==> src/rtl/imem_arbiter_if.sv <==
// Fetch, loader, control and memory-side signals of the instruction memory arbiter.
interface imem_arbiter_if #(
  parameter int unsigned ADDR_W = 10,
  parameter int unsigned DATA_W = 16
);
  localparam int unsigned REQ_ADDR_W = 16;

  // fetch port
  logic                  f_req;
  logic [REQ_ADDR_W-1:0] f_addr;
  logic                  f_gnt;
  logic                  f_rvalid;
  logic [DATA_W-1:0]     f_rdata;

  // loader / debug port
  logic                  l_req;
  logic                  l_we;
  logic [REQ_ADDR_W-1:0] l_addr;
  logic [DATA_W-1:0]     l_wdata;
  logic                  l_gnt;
  logic                  l_rvalid;
  logic [DATA_W-1:0]     l_rdata;
  logic                  l_done;
  logic                  l_boot;

  // cpu hold
  logic                  cpu_stall;

  // memory array side
  logic                  mem_en;
  logic                  mem_we;
  logic [ADDR_W-1:0]     mem_addr;
  logic [DATA_W-1:0]     mem_wdata;
  logic [DATA_W-1:0]     mem_rdata;

  // arbiter side
  modport slave (
    input  f_req, f_addr, l_req, l_we, l_addr, l_wdata, l_done, l_boot, mem_rdata,
    output f_gnt, f_rvalid, f_rdata, l_gnt, l_rvalid, l_rdata, cpu_stall,
    output mem_en, mem_we, mem_addr, mem_wdata
  );

  // requesters plus memory array side
  modport master (
    output f_req, f_addr, l_req, l_we, l_addr, l_wdata, l_done, l_boot, mem_rdata,
    input  f_gnt, f_rvalid, f_rdata, l_gnt, l_rvalid, l_rdata, cpu_stall,
    input  mem_en, mem_we, mem_addr, mem_wdata
  );
endinterface

==> src/rtl/imem_arbiter.sv <==
// Shares the single-port instruction memory between CPU fetch and the host loader.
// BOOT holds the CPU while the loader owns the memory; RUN arbitrates with a
// fetch starvation guard. Grants and memory drive are combinational; read data
// returns one cycle later, steered by a registered owner tag.
module imem_arbiter #(
  parameter int unsigned ADDR_W   = 10,
  parameter int unsigned DATA_W   = 16,
  parameter int unsigned MAX_WAIT = 4
) (
  input  logic           clk,
  input  logic           rst_n,
  imem_arbiter_if.slave  bus
);

  localparam int unsigned CNT_W      = 4;
  localparam int unsigned REQ_ADDR_W = 16;

  typedef enum logic {
    ST_BOOT,
    ST_RUN
  } state_t;

  typedef enum logic [1:0] {
    OWN_NONE,
    OWN_FETCH,
    OWN_LOAD
  } owner_t;

  state_t             state_q, state_d;
  owner_t             owner_q, owner_d;
  logic [CNT_W-1:0]   wait_cnt, wait_cnt_d;
  logic               f_gnt_c, l_gnt_c;
  logic               unused_addr_bits;

  // State, starvation counter and response owner registers
  always_ff @(posedge clk or negedge rst_n) begin
    if (!rst_n) begin
      state_q  <= ST_BOOT;
      owner_q  <= OWN_NONE;
      wait_cnt <= '0;
    end else begin
      state_q  <= state_d;
      owner_q  <= owner_d;
      wait_cnt <= wait_cnt_d;
    end
  end

  // Next state, arbitration, starvation counting and owner tagging
  always_comb begin
    state_d    = state_q;
    owner_d    = OWN_NONE;
    wait_cnt_d = wait_cnt;
    f_gnt_c    = 1'b0;
    l_gnt_c    = 1'b0;

    // l_boot has priority over l_done
    if (bus.l_boot) begin
      state_d = ST_BOOT;
    end else if (state_q == ST_BOOT && bus.l_done) begin
      state_d = ST_RUN;
    end

    case (state_q)
      ST_BOOT: begin
        l_gnt_c    = bus.l_req;
        wait_cnt_d = '0;
      end
      ST_RUN: begin
        if (bus.f_req && (!bus.l_req || wait_cnt == CNT_W'(MAX_WAIT))) begin
          f_gnt_c = 1'b1;
        end else if (bus.l_req) begin
          l_gnt_c = 1'b1;
        end
        if (f_gnt_c || !bus.f_req) begin
          wait_cnt_d = '0;
        end else if (wait_cnt != CNT_W'(MAX_WAIT)) begin
          wait_cnt_d = wait_cnt + CNT_W'(1);
        end
      end
      default: begin
        state_d = ST_BOOT;
      end
    endcase

    // no grant can be visible while reset is held
    if (!rst_n) begin
      f_gnt_c = 1'b0;
      l_gnt_c = 1'b0;
    end

    if (f_gnt_c) begin
      owner_d = OWN_FETCH;
    end else if (l_gnt_c && !bus.l_we) begin
      owner_d = OWN_LOAD;
    end
  end

  // Memory port drive for the granted requester
  always_comb begin
    bus.mem_en    = f_gnt_c | l_gnt_c;
    bus.mem_we    = l_gnt_c & bus.l_we;
    bus.mem_addr  = '0;
    bus.mem_wdata = '0;
    if (f_gnt_c) begin
      bus.mem_addr = bus.f_addr[ADDR_W-1:0];
    end else if (l_gnt_c) begin
      bus.mem_addr = bus.l_addr[ADDR_W-1:0];
      if (bus.l_we) begin
        bus.mem_wdata = bus.l_wdata;
      end
    end
  end

  // Read response steering from the owner tag
  always_comb begin
    bus.f_rvalid = (owner_q == OWN_FETCH);
    bus.l_rvalid = (owner_q == OWN_LOAD);
    bus.f_rdata  = bus.f_rvalid ? bus.mem_rdata : '0;
    bus.l_rdata  = bus.l_rvalid ? bus.mem_rdata : '0;
  end

  assign bus.f_gnt     = f_gnt_c;
  assign bus.l_gnt     = l_gnt_c;
  assign bus.cpu_stall = (state_q == ST_BOOT);

  // address bits above the memory index wrap and are deliberately ignored
  assign unused_addr_bits = ^{bus.f_addr[REQ_ADDR_W-1:ADDR_W], bus.l_addr[REQ_ADDR_W-1:ADDR_W]};

endmodule

==> src/flat_wrapper.sv <==
// flat-port wrapper written by rule: the top's interface ports become plain ports
module imem_arbiter_flat 
#(
  parameter int unsigned ADDR_W   = 10,
  parameter int unsigned DATA_W   = 16,
  parameter int unsigned MAX_WAIT = 4
)
  (clk, rst_n, bus_f_req, bus_f_addr, bus_l_req, bus_l_we, bus_l_addr, bus_l_wdata, bus_l_done, bus_l_boot, bus_mem_rdata, bus_f_gnt, bus_f_rvalid, bus_f_rdata, bus_l_gnt, bus_l_rvalid, bus_l_rdata, bus_cpu_stall, bus_mem_en, bus_mem_we, bus_mem_addr, bus_mem_wdata);
  imem_arbiter_if #(.ADDR_W(ADDR_W), .DATA_W(DATA_W)) bus_i ();
  input  logic clk;
  input  logic rst_n;
  input wire logic [$bits(bus_i.f_req)-1:0] bus_f_req;
  input wire logic [$bits(bus_i.f_addr)-1:0] bus_f_addr;
  input wire logic [$bits(bus_i.l_req)-1:0] bus_l_req;
  input wire logic [$bits(bus_i.l_we)-1:0] bus_l_we;
  input wire logic [$bits(bus_i.l_addr)-1:0] bus_l_addr;
  input wire logic [$bits(bus_i.l_wdata)-1:0] bus_l_wdata;
  input wire logic [$bits(bus_i.l_done)-1:0] bus_l_done;
  input wire logic [$bits(bus_i.l_boot)-1:0] bus_l_boot;
  input wire logic [$bits(bus_i.mem_rdata)-1:0] bus_mem_rdata;
  output wire logic [$bits(bus_i.f_gnt)-1:0] bus_f_gnt;
  output wire logic [$bits(bus_i.f_rvalid)-1:0] bus_f_rvalid;
  output wire logic [$bits(bus_i.f_rdata)-1:0] bus_f_rdata;
  output wire logic [$bits(bus_i.l_gnt)-1:0] bus_l_gnt;
  output wire logic [$bits(bus_i.l_rvalid)-1:0] bus_l_rvalid;
  output wire logic [$bits(bus_i.l_rdata)-1:0] bus_l_rdata;
  output wire logic [$bits(bus_i.cpu_stall)-1:0] bus_cpu_stall;
  output wire logic [$bits(bus_i.mem_en)-1:0] bus_mem_en;
  output wire logic [$bits(bus_i.mem_we)-1:0] bus_mem_we;
  output wire logic [$bits(bus_i.mem_addr)-1:0] bus_mem_addr;
  output wire logic [$bits(bus_i.mem_wdata)-1:0] bus_mem_wdata;
  assign bus_i.f_req = bus_f_req;
  assign bus_i.f_addr = bus_f_addr;
  assign bus_i.l_req = bus_l_req;
  assign bus_i.l_we = bus_l_we;
  assign bus_i.l_addr = bus_l_addr;
  assign bus_i.l_wdata = bus_l_wdata;
  assign bus_i.l_done = bus_l_done;
  assign bus_i.l_boot = bus_l_boot;
  assign bus_i.mem_rdata = bus_mem_rdata;
  assign bus_f_gnt = bus_i.f_gnt;
  assign bus_f_rvalid = bus_i.f_rvalid;
  assign bus_f_rdata = bus_i.f_rdata;
  assign bus_l_gnt = bus_i.l_gnt;
  assign bus_l_rvalid = bus_i.l_rvalid;
  assign bus_l_rdata = bus_i.l_rdata;
  assign bus_cpu_stall = bus_i.cpu_stall;
  assign bus_mem_en = bus_i.mem_en;
  assign bus_mem_we = bus_i.mem_we;
  assign bus_mem_addr = bus_i.mem_addr;
  assign bus_mem_wdata = bus_i.mem_wdata;
  imem_arbiter #(.ADDR_W(ADDR_W), .DATA_W(DATA_W), .MAX_WAIT(MAX_WAIT)) u_core (.clk(clk), .rst_n(rst_n), .bus(bus_i));
endmodule
==> config.mk <==
export PLATFORM = sky130hd
export DESIGN_NAME = imem_arbiter_flat
export DESIGN_NICKNAME = d
export VERILOG_FILES = /design/src/rtl/imem_arbiter_if.sv /design/src/rtl/imem_arbiter.sv /design/src/flat_wrapper.sv
export SDC_FILE = /design/constraint.sdc
export NUM_CORES = 1
export LEC_CHECK = 0
export ABC_AREA = 1
export CORE_MARGIN = 4
export CORE_UTILIZATION = 25
export DETAILED_ROUTE_END_ITERATION = 12
export HOLD_SLACK_MARGIN = 0.08
export PLACE_DENSITY_LB_ADDON = 0.12
export SYNTH_ARGS = -nofsm -noshare
export SYNTH_HDL_FRONTEND = slang
export SYNTH_SLANG_ARGS = --single-unit
==> constraint.sdc <==
create_clock -name clk -period 2.3 [get_ports clk]
set_input_delay 0.46 -clock clk [delete_from_list [all_inputs] [get_ports clk]]
set_output_delay 0.46 -clock clk [all_outputs]
set_load 0.01 [all_outputs]
-- After elaboration in Yosys (flattened, before gate mapping)
Cells that the tools add are included.
- register bits: 7
- output and inout port bits: 65
- reduce and logical (&&, ||, !) cells: 9
- equality and inequality tests: 5
- add/sub/neg operators: 1
- bitwise logic cells: 3
- multiplexer cells: 22
- operator list (cell ; count):
    $mux W16 ; 5
    $mux W10 ; 2
    $mux W1 ; 9
    $mux W4 ; 2
    $pmux W4 S2 ; 1
    $add A4 B1 Y4 const B ; 1
    $eq A4 B3 Y1 const B ; 1
    $mux W2 ; 2
    $ne A4 B3 Y1 const B ; 1
    $logic_and A1 B1 Y1 ; 3
    $logic_not A1 Y1 ; 3
    $ne A3 B3 Y1 const B ; 1
    $eq A2 B1 Y1 const B ; 1
    $eq A2 B2 Y1 const B ; 1
    $logic_or A1 B1 Y1 ; 2
    $pmux W1 S2 ; 1
    $reduce_bool A2 Y1 ; 1
    $and A1 B1 Y1 ; 1
    $not A1 Y1 ; 1
    $or A1 B1 Y1 ; 1

-- Logic depth before layout (Yosys ltp)
- depth after elaboration: 9
- mapped depth: 8
- mapped depth without buffers: 7

-- Least setup slack after synthesis
Ideal clock, no wire load.
- path kind: register to output
- start: reg u_core.wait_cnt[0]
- end: out bus_mem_wdata[0]
- required time: 1840 ps
- arrival: 1177 ps
- cell stages (with the launch flop): 9
- slack: 663 ps
- path through: dfrtp_1 inv_1 ha_1 nand3_2 nand2_2 nand2_4 nand2_4 buf_12 nor2_2
- cells in the longest elaborated chain, start to end: 8
- ends and longest elaborated chain (element ; RTL line ; source):
    start, declared ; imem_arbiter.sv:31 ; logic [CNT_W-1:0] wait_cnt, wait_cnt_d;
    start signal, assigned ; imem_arbiter.sv:44 ; wait_cnt <= wait_cnt_d;
    $eq A4 B3 Y1 (*) ; imem_arbiter.sv:69 ; if (bus.f_req && (!bus.l_req || wait_cnt == CNT_W'(MAX_WAIT))) begin
    $logic_or A1 B1 Y1 (*) ; imem_arbiter.sv:69 ;
    $logic_and A1 B1 Y1 (*) ; imem_arbiter.sv:69 ;
    $mux W1 ; imem_arbiter.sv:69 ;
    $pmux W1 S2 or $mux W1 (tied branches) ; imem_arbiter.sv:63 ; case (state_q)
    $mux W1, on equally long branches ; imem_arbiter.sv:86, imem_arbiter.sv:63 ;
    $mux W16 or $mux W1 (tied branches) ; imem_arbiter.sv:106, imem_arbiter.sv:86 ;
    $mux W16 (*) ; imem_arbiter.sv:104 ; if (f_gnt_c) begin
    end, declared ; flat_wrapper.sv:31 ; output wire logic [$bits(bus_i.mem_wdata)-1:0] bus_mem_wdata;
Every way passes the cells marked *; elsewhere a longest branch is shown, timed or not. The select of a mux whose other input is x is not followed.

-- Worst setup path in the final report
- start: in bus_l_req
- end: out bus_mem_wdata[7]
- cells in the longest elaborated chain, start to end: 8
- ends and longest elaborated chain (element ; RTL line ; source):
    start, declared ; flat_wrapper.sv:14 ; input wire logic [$bits(bus_i.l_req)-1:0] bus_l_req;
    $logic_not A1 Y1 ; imem_arbiter.sv:69 ;
    $logic_or A1 B1 Y1 ; imem_arbiter.sv:69 ;
    $logic_and A1 B1 Y1 ; imem_arbiter.sv:69 ;
    $mux W1 ; imem_arbiter.sv:69 ;
    $pmux W1 S2 or $mux W1 (tied branches) ; imem_arbiter.sv:63 ;
    $mux W1, on equally long branches ; imem_arbiter.sv:86, imem_arbiter.sv:63 ;
    $mux W16 or $mux W1 (tied branches) ; imem_arbiter.sv:106, imem_arbiter.sv:86 ;
    $mux W16 (*) ; imem_arbiter.sv:104 ;
Marks and branches as above.

==> impl_metrics.json <==
{
  "grt_pass1_wl_mm": 5.70,
  "min_path_type": "primary input to async pin",
  "crit_buf_inv": 4,
  "worstMarginPinSlew_ns": 0.469,
  "pin_count": 136,
  "drt_iter0_markers": 34,
  "start_util_pct": 26.5,
  "maxSlewViolCount": 0,
  "status": "completed",
  "synth_top_family_by_area": "simple AND/OR/NAND/NOR gates",
  "holdBufCountCts": 0,
  "p_sw_share_pct": 28.4,
  "num-fill-cells": 341,
  "vias_per_cell": 4.19,
  "final_common_cell": "clkdlybuf4s50_1",
  "synthXorXnorAreaFrac_pct": 1.92,
  "die_area_sq_um": 4680,
  "startpoint_type": "primary input",
  "clock_sinks": 7,
  "die_y_um": 68.4,
  "portBuffers": 123,
  "met1_length_mm": 1.32,
  "core_sq_um": 3440,
  "drive_above_1_share_pct": 13.3,
  "yosys_warnings": 0,
  "maxCapViolCount": 0,
  "p_switching_w": 0.000161,
  "mostFrequentLayoutCells": "clkdlybuf4s50_1, nor2_1, nand2_1",
  "crit_type": "primary input to output port",
  "wirelength_mm": 3.83,
  "critical-path-top-delay-family": "buffers and inverters",
  "cp_data_arrival_time_ns": 1.74,
  "antenna_found_initial": 0,
  "max_stage_delay_ns": 0.51,
  "postRouteAntennaNets": 0,
  "muxShareOfSynthArea_pct": 0,
  "avgSynthCellArea_sq_um": 5.57,
  "power_w": 0.000568,
  "sequentialPowerShare_pct": 22.7,
  "top_layer": "met4",
  "insertion_delay_ns": 0.23,
  "synth_compound_area_share_pct": 0.548,
  "p_clk_share_pct": 30.7,
  "crit_fanout": 9,
  "n_antenna_cell": 0,
  "gp_routability_congestion": 0.729,
  "cts_max_level": 1,
  "ys_types": 19,
  "fp-row-count": 21,
  "finalCritPeriodShare_pct": 95.8,
  "fin_skew_ns": 0.000572,
  "wl_met2_mm": 1.95,
  "synthSimpleGateAreaFrac_pct": 56.3,
  "crit_chain": "clkdlybuf4s50_1 -> nand2_1 -> inv_2 -> buf_4 -> nand2_4 -> nor2_2 -> dlygate4sd2_1",
  "ff_latch_area_sq_um": 175,
  "vdd.ir_drop.worst_mv": 0.204,
  "hold_viol": 0,
  "combPwrFrac_pct": 46.6,
  "hpwl_mm": 3.27,
  "fmaxAchievable_ghz": 0.454,
  "syn_nets": 237,
  "endpoint_kind": "output port",
  "rsz0062_at_grt": "false",
  "crit_required_ns": 1.84,
  "netlist_area_sq_um": 913,
  "yosysSeqAreaShare_pct": 19.2,
  "cts_buffers": 3,
  "postLayoutCoreUtil_pct": 65.2,
  "cts_buffer_depth": 2,
  "netlist_instances": 164,
  "die_width_um": 68.4,
  "drtPass1Iterations": 4,
  "synth-seq-cells": 7,
  "cts_tree": "yes",
  "nNetsFinal": 368,
  "multi_input_area_sq_um": 576,
  "clock_tree.root_cell": "clkbuf_8",
  "wl_per_cell_um": 11.3,
  "cellLeakagePower_nw": 1.15,
  "synthAdderAreaFrac_pct": 2.74,
  "max_slew_margin_pct": 68.7,
  "cpMaxStageDelayCell": "clkdlybuf4s50_1",
  "setup_violations": 0,
  "grt_max_degree": 18,
  "drc_errors": 0,
  "min_period_ns": 2.20,
  "syn2layout_area_growth_pct": 146,
  "groute.usage.overall_pct": 15.7,
  "grt_pass1_vias": 1343,
  "num_vias": 1425,
  "overflow": 0,
  "clk_pin_slew_ns": 0.04,
  "power_density_nw_per_um2": 253,
  "route.met3.wl_um": 510,
  "intPower_w": 0.000406
}
## worst register-to-register path, delay by kind of cell, from the launching register on
family | cells | cell delay, ns
and+or+nand+nor | 5 | 0.50
DFF | 1 | 0.40
adders and majority gates | 1 | 0.15
buffers and inverters | 1 | 0.07
## power by group through the flow
stage	Sequential (W)	Clock, W	Combinational [W]
6_report	0.000129	0.000174	0.000265
5_1_grt	0.000129	0.000190	0.000288
4_1_cts	0.000129	0.000180	0.000269
3_5_place_dp	0.000130	0	0.000278
3_3_place_gp	0.000130	0	0.000276
2_1_floorplan	0.000130	0	0.0000940
## synthesized netlist by cell type (all sizes together)
cell type  instances  share of area (%)
dfrtp              7                 19
nand4             10                6.8
nand2             33                 15
clkbuf             1               0.41
nand3             13                7.7
xor2               1               0.96
buf                9                7.4
xnor2              1               0.96
nor2              58                 26
inv               28                 12
ha                 2                2.7
o21ai              1               0.55
## per-stage QoR
stage	hold slack [ns]	setup TNS (ns)	area (sq um)	setup slack (ns)	std cells
after CTS	0.331	0	2260	0.0374	340
after global routing	0.364	0	2250	0.0000512	340
after global placement	0.471	-5.80	2230	-0.225	333
after floorplan	0.164	0	913	0.663	164
after detailed placement	0.487	-5.89	2230	-0.231	333
final	0.331	0	2250	0.0965	340
## layout make-up
class	count	area share (%)
clock buffer	4	2.01
inverter	28	4.68
multi-input combinational	120	25.6
sequential	7	7.80
tap	46	2.56
timing repair buffer	135	57.3
## final timing paths
kind | from | end | slack, ns | depth (start not counted)
min in group clk | u_core.wait_cnt[0]$_DFFE_PN0P_ | u_core.wait_cnt[0]$_DFFE_PN0P_ | 0.49 | 1
hold / removal | rst_n | u_core.state_q$_DFFE_PN0P_ | 0.33 | 2
max in group asynchronous | rst_n | u_core.owner_q[1]$_DFF_PN0_ | 1.84 | 2
setup / recovery | bus_l_req | bus_mem_wdata[7] | 0.1 | 7
setup reg to reg | u_core.wait_cnt[0]$_DFFE_PN0P_ | u_core.owner_q[1]$_DFF_PN0_ | 1.07 | 7
hold reg to reg | u_core.wait_cnt[0]$_DFFE_PN0P_ | u_core.wait_cnt[0]$_DFFE_PN0P_ | 0.49 | 1
## what timing repair did
action | in CTS | in global routing
buffers inserted | 2 | 0
cloned | 1 | 0
pin swaps | 1 | 0
resized for setup | 34 | 15
endpoints found under the setup margin | 30 | 17
## registers in the layout, indices dropped and copies added, names as in the netlist
name and count:
u_core.owner_q 2, u_core.wait_cnt 4, u_core.state_q 1
## cells by family after synthesis
kind of cell | count (synthesis)
AND/OR/NAND/NOR | 114
adder cells (fa/ha/maj) | 2
flip-flops | 7
XOR/XNOR | 2
buffers and inverters | 38
AO/OA/AOI/OAI | 1
## metal layers
metal,GRT usage (%),vias up
li1,-,752
met1,14.9,597
met2,29.9,72
met3,6.40,4
met4,5.46,0
met5,0,-
(Power assumes the default switching activity.)
